--- src/rtl/cellrv32_package.sv ---
// Shared types for the vector register file write-back path: request payload,
// source select, and the per-register pending helper.
package cellrv32_package;

    localparam int unsigned VRF_VREGS    = 32;
    localparam int unsigned VRF_ELEMENTS = 4;
    localparam int unsigned VRF_DATA_W   = 32;
    localparam int unsigned VRF_ADDR_W   = $clog2(VRF_VREGS);

    typedef struct packed {
        logic [VRF_ADDR_W-1:0]              addr;
        logic [VRF_ELEMENTS-1:0]            mask;
        logic [VRF_ELEMENTS*VRF_DATA_W-1:0] data;
    } vrf_wb_req_t;

    typedef enum logic {
        SRC_EX = 1'b0,
        SRC_LD = 1'b1
    } vrf_wb_src_e;

    // One-hot register flag for a write; zero-mask writes never mark a register pending.
    function automatic logic [VRF_VREGS-1:0] vrf_wb_onehot(
        input logic [VRF_ADDR_W-1:0]   addr,
        input logic [VRF_ELEMENTS-1:0] mask
    );
        logic [VRF_VREGS-1:0] v;
        v = '0;
        if (|mask) v[addr] = 1'b1;
        return v;
    endfunction

endpackage

--- src/rtl/vrf_wb_fifo.sv ---
// Per-source write-back queue: power-of-two depth, refuses pushes while full
// (pop still proceeds), and reports which registers its queued entries target.
module vrf_wb_fifo
    import cellrv32_package::*;
#(
    parameter int unsigned DEPTH = 2
) (
    input  logic                 clk_i,
    input  logic                 reset,
    input  logic                 push_i,
    input  vrf_wb_req_t          din_i,
    input  logic                 pop_i,
    output vrf_wb_req_t          dout_o,
    output logic                 full_o,
    output logic                 empty_o,
    output logic [VRF_VREGS-1:0] pend_o
);

    localparam int unsigned PW = $clog2(DEPTH);

    logic [PW:0] wr_ptr, rd_ptr, count;
    vrf_wb_req_t mem [DEPTH];

    assign count   = wr_ptr - rd_ptr;
    assign empty_o = (count == '0);
    assign full_o  = (count == (PW+1)'(DEPTH));
    assign dout_o  = mem[rd_ptr[PW-1:0]];

    always_ff @(posedge clk_i) begin
        if (reset) begin
            wr_ptr <= '0;
            rd_ptr <= '0;
        end else begin
            if (push_i && !full_o) wr_ptr <= wr_ptr + 1'b1;
            if (pop_i && !empty_o) rd_ptr <= rd_ptr + 1'b1;
        end
    end

    always_ff @(posedge clk_i) begin
        if (push_i && !full_o) mem[wr_ptr[PW-1:0]] <= din_i;
    end

    // A slot is live when its distance from the read pointer is below the fill count.
    always_comb begin
        logic [PW-1:0] off;
        off    = '0;
        pend_o = '0;
        for (int unsigned k = 0; k < DEPTH; k++) begin
            off = PW'(k) - rd_ptr[PW-1:0];
            if ({1'b0, off} < count) pend_o = pend_o | vrf_wb_onehot(mem[k].addr, mem[k].mask);
        end
    end

endmodule

--- src/rtl/vrf_wb_arbiter.sv ---
// Arbitrates execution-unit register writes and load-unit element writes onto
// the two VRF write ports, merging disjoint-mask writes to the same register.
module vrf_wb_arbiter
    import cellrv32_package::*;
#(
    parameter int unsigned VREGS      = VRF_VREGS,
    parameter int unsigned ELEMENTS   = VRF_ELEMENTS,
    parameter int unsigned DATA_WIDTH = VRF_DATA_W,
    parameter int unsigned FIFO_DEPTH = 2
) (
    input  logic                                 clk_i,
    input  logic                                 reset,
    input  logic                                 ex_valid_i,
    output logic                                 ex_ready_o,
    input  logic [$clog2(VREGS)-1:0]             ex_addr_i,
    input  logic [ELEMENTS-1:0]                  ex_mask_i,
    input  logic [ELEMENTS*DATA_WIDTH-1:0]       ex_data_i,
    input  logic                                 ld_valid_i,
    output logic                                 ld_ready_o,
    input  logic [$clog2(VREGS)-1:0]             ld_addr_i,
    input  logic [ELEMENTS-1:0]                  ld_mask_i,
    input  logic [ELEMENTS-1:0][DATA_WIDTH-1:0]  ld_data_i,
    output logic [ELEMENTS-1:0]                  v_wr_en,
    output logic [$clog2(VREGS)-1:0]             v_wr_addr,
    output logic [ELEMENTS*DATA_WIDTH-1:0]       v_wr_data,
    output logic [ELEMENTS-1:0]                  el_wr_en,
    output logic [$clog2(VREGS)-1:0]             el_wr_addr,
    output logic [ELEMENTS-1:0][DATA_WIDTH-1:0]  el_wr_data,
    output logic [VREGS-1:0]                     pend_o,
    output logic                                 idle_o
);

    vrf_wb_req_t          ex_req, ld_req, ex_head, ld_head;
    logic                 ex_full, ex_empty, ld_full, ld_empty;
    logic [VREGS-1:0]     ex_pend, ld_pend;
    logic                 merge, grant_ex, grant_ld;
    vrf_wb_src_e          rr;

    assign ex_req = '{addr: ex_addr_i, mask: ex_mask_i, data: ex_data_i};
    assign ld_req = '{addr: ld_addr_i, mask: ld_mask_i, data: ld_data_i};

    assign ex_ready_o = !ex_full;
    assign ld_ready_o = !ld_full;

    vrf_wb_fifo #(.DEPTH(FIFO_DEPTH)) u_ex_fifo (
        .clk_i   (clk_i),
        .reset   (reset),
        .push_i  (ex_valid_i),
        .din_i   (ex_req),
        .pop_i   (grant_ex),
        .dout_o  (ex_head),
        .full_o  (ex_full),
        .empty_o (ex_empty),
        .pend_o  (ex_pend)
    );

    vrf_wb_fifo #(.DEPTH(FIFO_DEPTH)) u_ld_fifo (
        .clk_i   (clk_i),
        .reset   (reset),
        .push_i  (ld_valid_i),
        .din_i   (ld_req),
        .pop_i   (grant_ld),
        .dout_o  (ld_head),
        .full_o  (ld_full),
        .empty_o (ld_empty),
        .pend_o  (ld_pend)
    );

    // Same register with disjoint masks can retire both heads in one cycle.
    assign merge    = !ex_empty && !ld_empty && (ex_head.addr == ld_head.addr)
                      && ((ex_head.mask & ld_head.mask) == '0);
    assign grant_ex = !ex_empty && (ld_empty || merge || rr == SRC_EX);
    assign grant_ld = !ld_empty && (ex_empty || merge || rr == SRC_LD);

    always_ff @(posedge clk_i) begin
        if (reset) begin
            rr         <= SRC_EX;
            v_wr_en    <= '0;
            v_wr_addr  <= '0;
            v_wr_data  <= '0;
            el_wr_en   <= '0;
            el_wr_addr <= '0;
            el_wr_data <= '0;
        end else begin
            v_wr_en    <= grant_ex ? ex_head.mask : '0;
            v_wr_addr  <= grant_ex ? ex_head.addr : '0;
            v_wr_data  <= grant_ex ? ex_head.data : '0;
            el_wr_en   <= grant_ld ? ld_head.mask : '0;
            el_wr_addr <= grant_ld ? ld_head.addr : '0;
            el_wr_data <= grant_ld ? ld_head.data : '0;
            if (grant_ex && !grant_ld)      rr <= SRC_LD;
            else if (grant_ld && !grant_ex) rr <= SRC_EX;
        end
    end

    assign pend_o = ex_pend | ld_pend
                  | vrf_wb_onehot(v_wr_addr, v_wr_en)
                  | vrf_wb_onehot(el_wr_addr, el_wr_en);

    assign idle_o = ex_empty && ld_empty && (v_wr_en == '0) && (el_wr_en == '0);

endmodule

--- config.mk ---
export PLATFORM = sky130hd
export DESIGN_NAME = vrf_wb_arbiter
export DESIGN_NICKNAME = d
export VERILOG_FILES = /design/src/rtl/cellrv32_package.sv /design/src/rtl/vrf_wb_fifo.sv /design/src/rtl/vrf_wb_arbiter.sv
export SDC_FILE = /design/constraint.sdc
export NUM_CORES = 1
export LEC_CHECK = 0
export BUFFER_PORTS_ARGS = -buffer_cell sky130_fd_sc_hd__buf_4
export CAP_MARGIN = 20
export CORE_MARGIN = 2
export CORE_UTILIZATION = 40
export CTS_BUF_LIST = sky130_fd_sc_hd__clkbuf_16
export DETAILED_ROUTE_END_ITERATION = 12
export PLACE_DENSITY = 0.62
export SLEW_MARGIN = 20
export SYNTH_ARGS = -nofsm -noshare
export SYNTH_HDL_FRONTEND = slang
export SYNTH_SLANG_ARGS = --single-unit
--- constraint.sdc ---
create_clock -name clk_i -period 9.15 [get_ports clk_i]
set_input_delay 1.83 -clock clk_i [delete_from_list [all_inputs] [get_ports clk_i]]
set_output_delay 1.83 -clock clk_i [all_outputs]
set_load 0.05 [all_outputs]
==> impl_metrics.yaml <==
status:
  outcome: "finished clean"
routing:
  wirelength_microns: 80690
  post_drt_wl_per_cell_microns: 23.41
  first_pass_iters: 5
  drt-initial-drc-count: 1086
  drcViolationCount: 0
  via_per_inst: 5.247
  postRouteAntennaNets: 0
  vias: 18080
sta:
  slew_viol_final: 0
  hold_slack_ps: 525.0
  tightest_slew_ps: 1110
  finalHoldViolations: 0
  period_share: 0.5925
  finalWorstPathRequiredPeriod_ps: 5421
  tns_ps: 0
  relSlewSlack: 0.2603
  setup-violations-final: 0
  fin_skew_ps: 24.68
  rsz0062_at_grt: "no"
  max_freq_mhz: 184.5
clocking:
  ctsLongestPathBuffers: 3
  hold_buffers: 0
  numCtsBuffers: 87
  cts_tree: "yes"
  cts_sinks: 833
  insertion_delay_ps: 630
  cts_root_buf: "clkbuf_16"
  clk_pin_slew_ps: 60
  htreeDepth: 3
  cts-resized-gates: 0
  post-cts-setup-buffers: 0
placed_design:
  placed_area_sq_um: 35070
  hpwlAfterDp_microns: 53850
  gp_congestion: 0.8914
  port_buffers: 586
power_and_ir_drop:
  p_per_area_nw_per_um2: 415.1
  vdd_drop_max_mv: 0.5106
  power_leakage_nw: 13.80
  p_total_mw: 15.71
setup_path:
  cpPeakStageDelay_ps: 970
  cp_slowest_cell: "nor3b_1"
  cp.arrival_ps: 3590
  critPathRequiredTime_ps: 7320
  criticalPathCategory: "flip-flop to primary output"
  worst_setup_path_end_kind: "primary output"
  startpoint_type: "flip-flop"
  path_cells: "inv_1, ha_1, inv_1, ha_1, o21ai_0, nor3b_1, a221oi_1, o211ai_1, buf_4"
  critPathMaxFanout: 8
synthesis:
  synthCells: 1830
  synthTopCellsByArea: "edfxtp_1 55%, dfxtp_1 19%, mux2i_1 9.0%"
  yosysTopAreaCell: "edfxtp_1"
  yosys-top-cells-count: "548 x edfxtp_1, 285 x dfxtp_1, 267 x mux2i_1, 148 x nor3_1, 101 x nor4_2"
  mappedNetlistArea_sq_um: 29850
  ys_dominant_reg_cell: "edfxtp_1"
  synth-seq-cells: 833
  yosysMostFrequentCell: "edfxtp_1"
  ys_types: 50
  async_flop_share: 0
  ys_seq_area_frac: 0.7423
  yosysWarnings: 0
  syn_area_per_cell_sq_um: 16.31
  synth-edff-count: 548
  yosysTopAreaCellShare: 0.5512
  synthesis.nets: 2115
grt:
  grt_first_pass_wirelength_microns: 118700
  grt_max_degree: 138
  grt_use_total: 0.2039
  gr-total-overflow: 0
  grt_pass1_vias: 18450
  antenna_found_initial: 9
cells_and_area:
  regArea_sq_um: 22170
  num-fill-cells: 6169
  fin_util: 0.5100
  multi_input_area_sq_um: 7101
  post-route-cell-area_sq_um: 37840
  drive_gt1_frac: 0.3449
  nets: 2685
  area_delta_synth_final_pct: 26.76
die:
  design.die.area_sq_um: 76830
  fp.dieW_microns: 277.2
  fp.dieH_microns: 277.2
  coreArea_sq_um: 74200
  initial_core_util: 0.4024
  pin_count: 587
  num_rows: 100
min_path:
  hp-class: "flip-flop to flip-flop"
flow_run:
  drv_cap: 0
[final timing paths]
check	slack (ps)	from	to	cells past startpoint
max	3730	u_ld_fifo.wr_ptr[0]	pend_o[26]	9
min	520	u_ex_fifo.mem[0][16]	v_wr_data[16]	2
max reg2reg	4570	flip-flop	v_wr_data[4]	8
min reg2reg	520	u_ex_fifo.mem[0][16]	v_wr_data[16]	2
[per-stage QoR]
stage	cells	worst slack (ps)
floorplan	1830	900.1
global placement	3277	4428
detailed placement	3277	4388
CTS	3436	3701
global route	3446	3477
finish	3446	3729
[per-layer routing]
metal | track usage | vias to the layer above | routed length (microns)
met5 | 0 | - | 31
met4 | 0.07609 | 4 | 2768
met3 | 0.07306 | 156 | 7128
met2 | 0.3328 | 669 | 38460
met1 | 0.2483 | 8998 | 32290
li1 | - | 8254 | -
[state kept, by name, indices dropped and copies added (netlist names), 4 cells and up, named ones only]
name           count
el_wr_en           4
v_wr_data        128
u_ld_fifo.mem    274
v_wr_addr          5
el_wr_data       128
u_ex_fifo.mem    274
v_wr_en            4
el_wr_addr         5
[worst max-delay path: cells and delay by family (launching register included)]
kind                     cells  cell delay (ps)
flip-flops                   1              320
AND/OR/NAND/NOR              1              970
buffers and inverters        3              390
AO/OA/AOI/OAI                3              780
adder cells (fa/ha/maj)      2              500
[power by group]
group | switching (mW) | total [mW] | internal (mW)
Sequential | 0.467 | 5.81 | 5.34
Combinational | 4.86 | 6.59 | 1.73
Clock | 1.43 | 3.31 | 1.88
Total | 6.76 | 15.7 | 8.95
[cell families (layout without fill, tap and decap cells)]
group           Yosys count  in the layout  synth area share
flops                   833            833            0.7423
simple gates            457            457            0.1074
mux                     275            275           0.09267
buf+inv                 138            778           0.02238
compound gates          110            110           0.02888
xor+xnor                 10             10          0.003395
fa+ha+maj                 7              7          0.002934
other cells               0              7                 0
[cell type report]
type | count | area share
inverters | 10 | 0.0009919
clock inverters | 72 | 0.01359
multi-input cells | 859 | 0.1876
repair buffers | 609 | 0.1219
flip-flops and latches | 833 | 0.5858
diodes | 7 | 0.0004629
clock buffers | 87 | 0.05753
well taps | 969 | 0.03204
[cell usage in the layout (no fill, tap or decap), types with 5 or more instances in the layout]
cell,netlist,routed
nand3_1,18,18
nor2_1,48,47
and3b_1,7,7
nor4_2,101,100
a221oi_1,31,31
clkinv_2,0,10
bufinv_16,0,5
diode_2,0,7
o211ai_1,32,32
dfxtp_1,285,283
nor3_1,148,146
and3_1,9,6
nor3b_1,16,15
mux2_2,6,6
buf_4,1,601
inv_1,10,41
a21oi_1,5,5
xnor2_1,9,9
clkinv_1,0,16
a22oi_1,24,24
clkbuf_16,0,87
edfxtp_1,548,548
nor4_1,38,38
mux2i_1,267,267
nand3b_1,9,9
ha_1,7,7
nand4_1,7,7
nand2_1,25,25
nand2b_1,8,7
No activity file was read; power rests on OpenSTA's default activity.
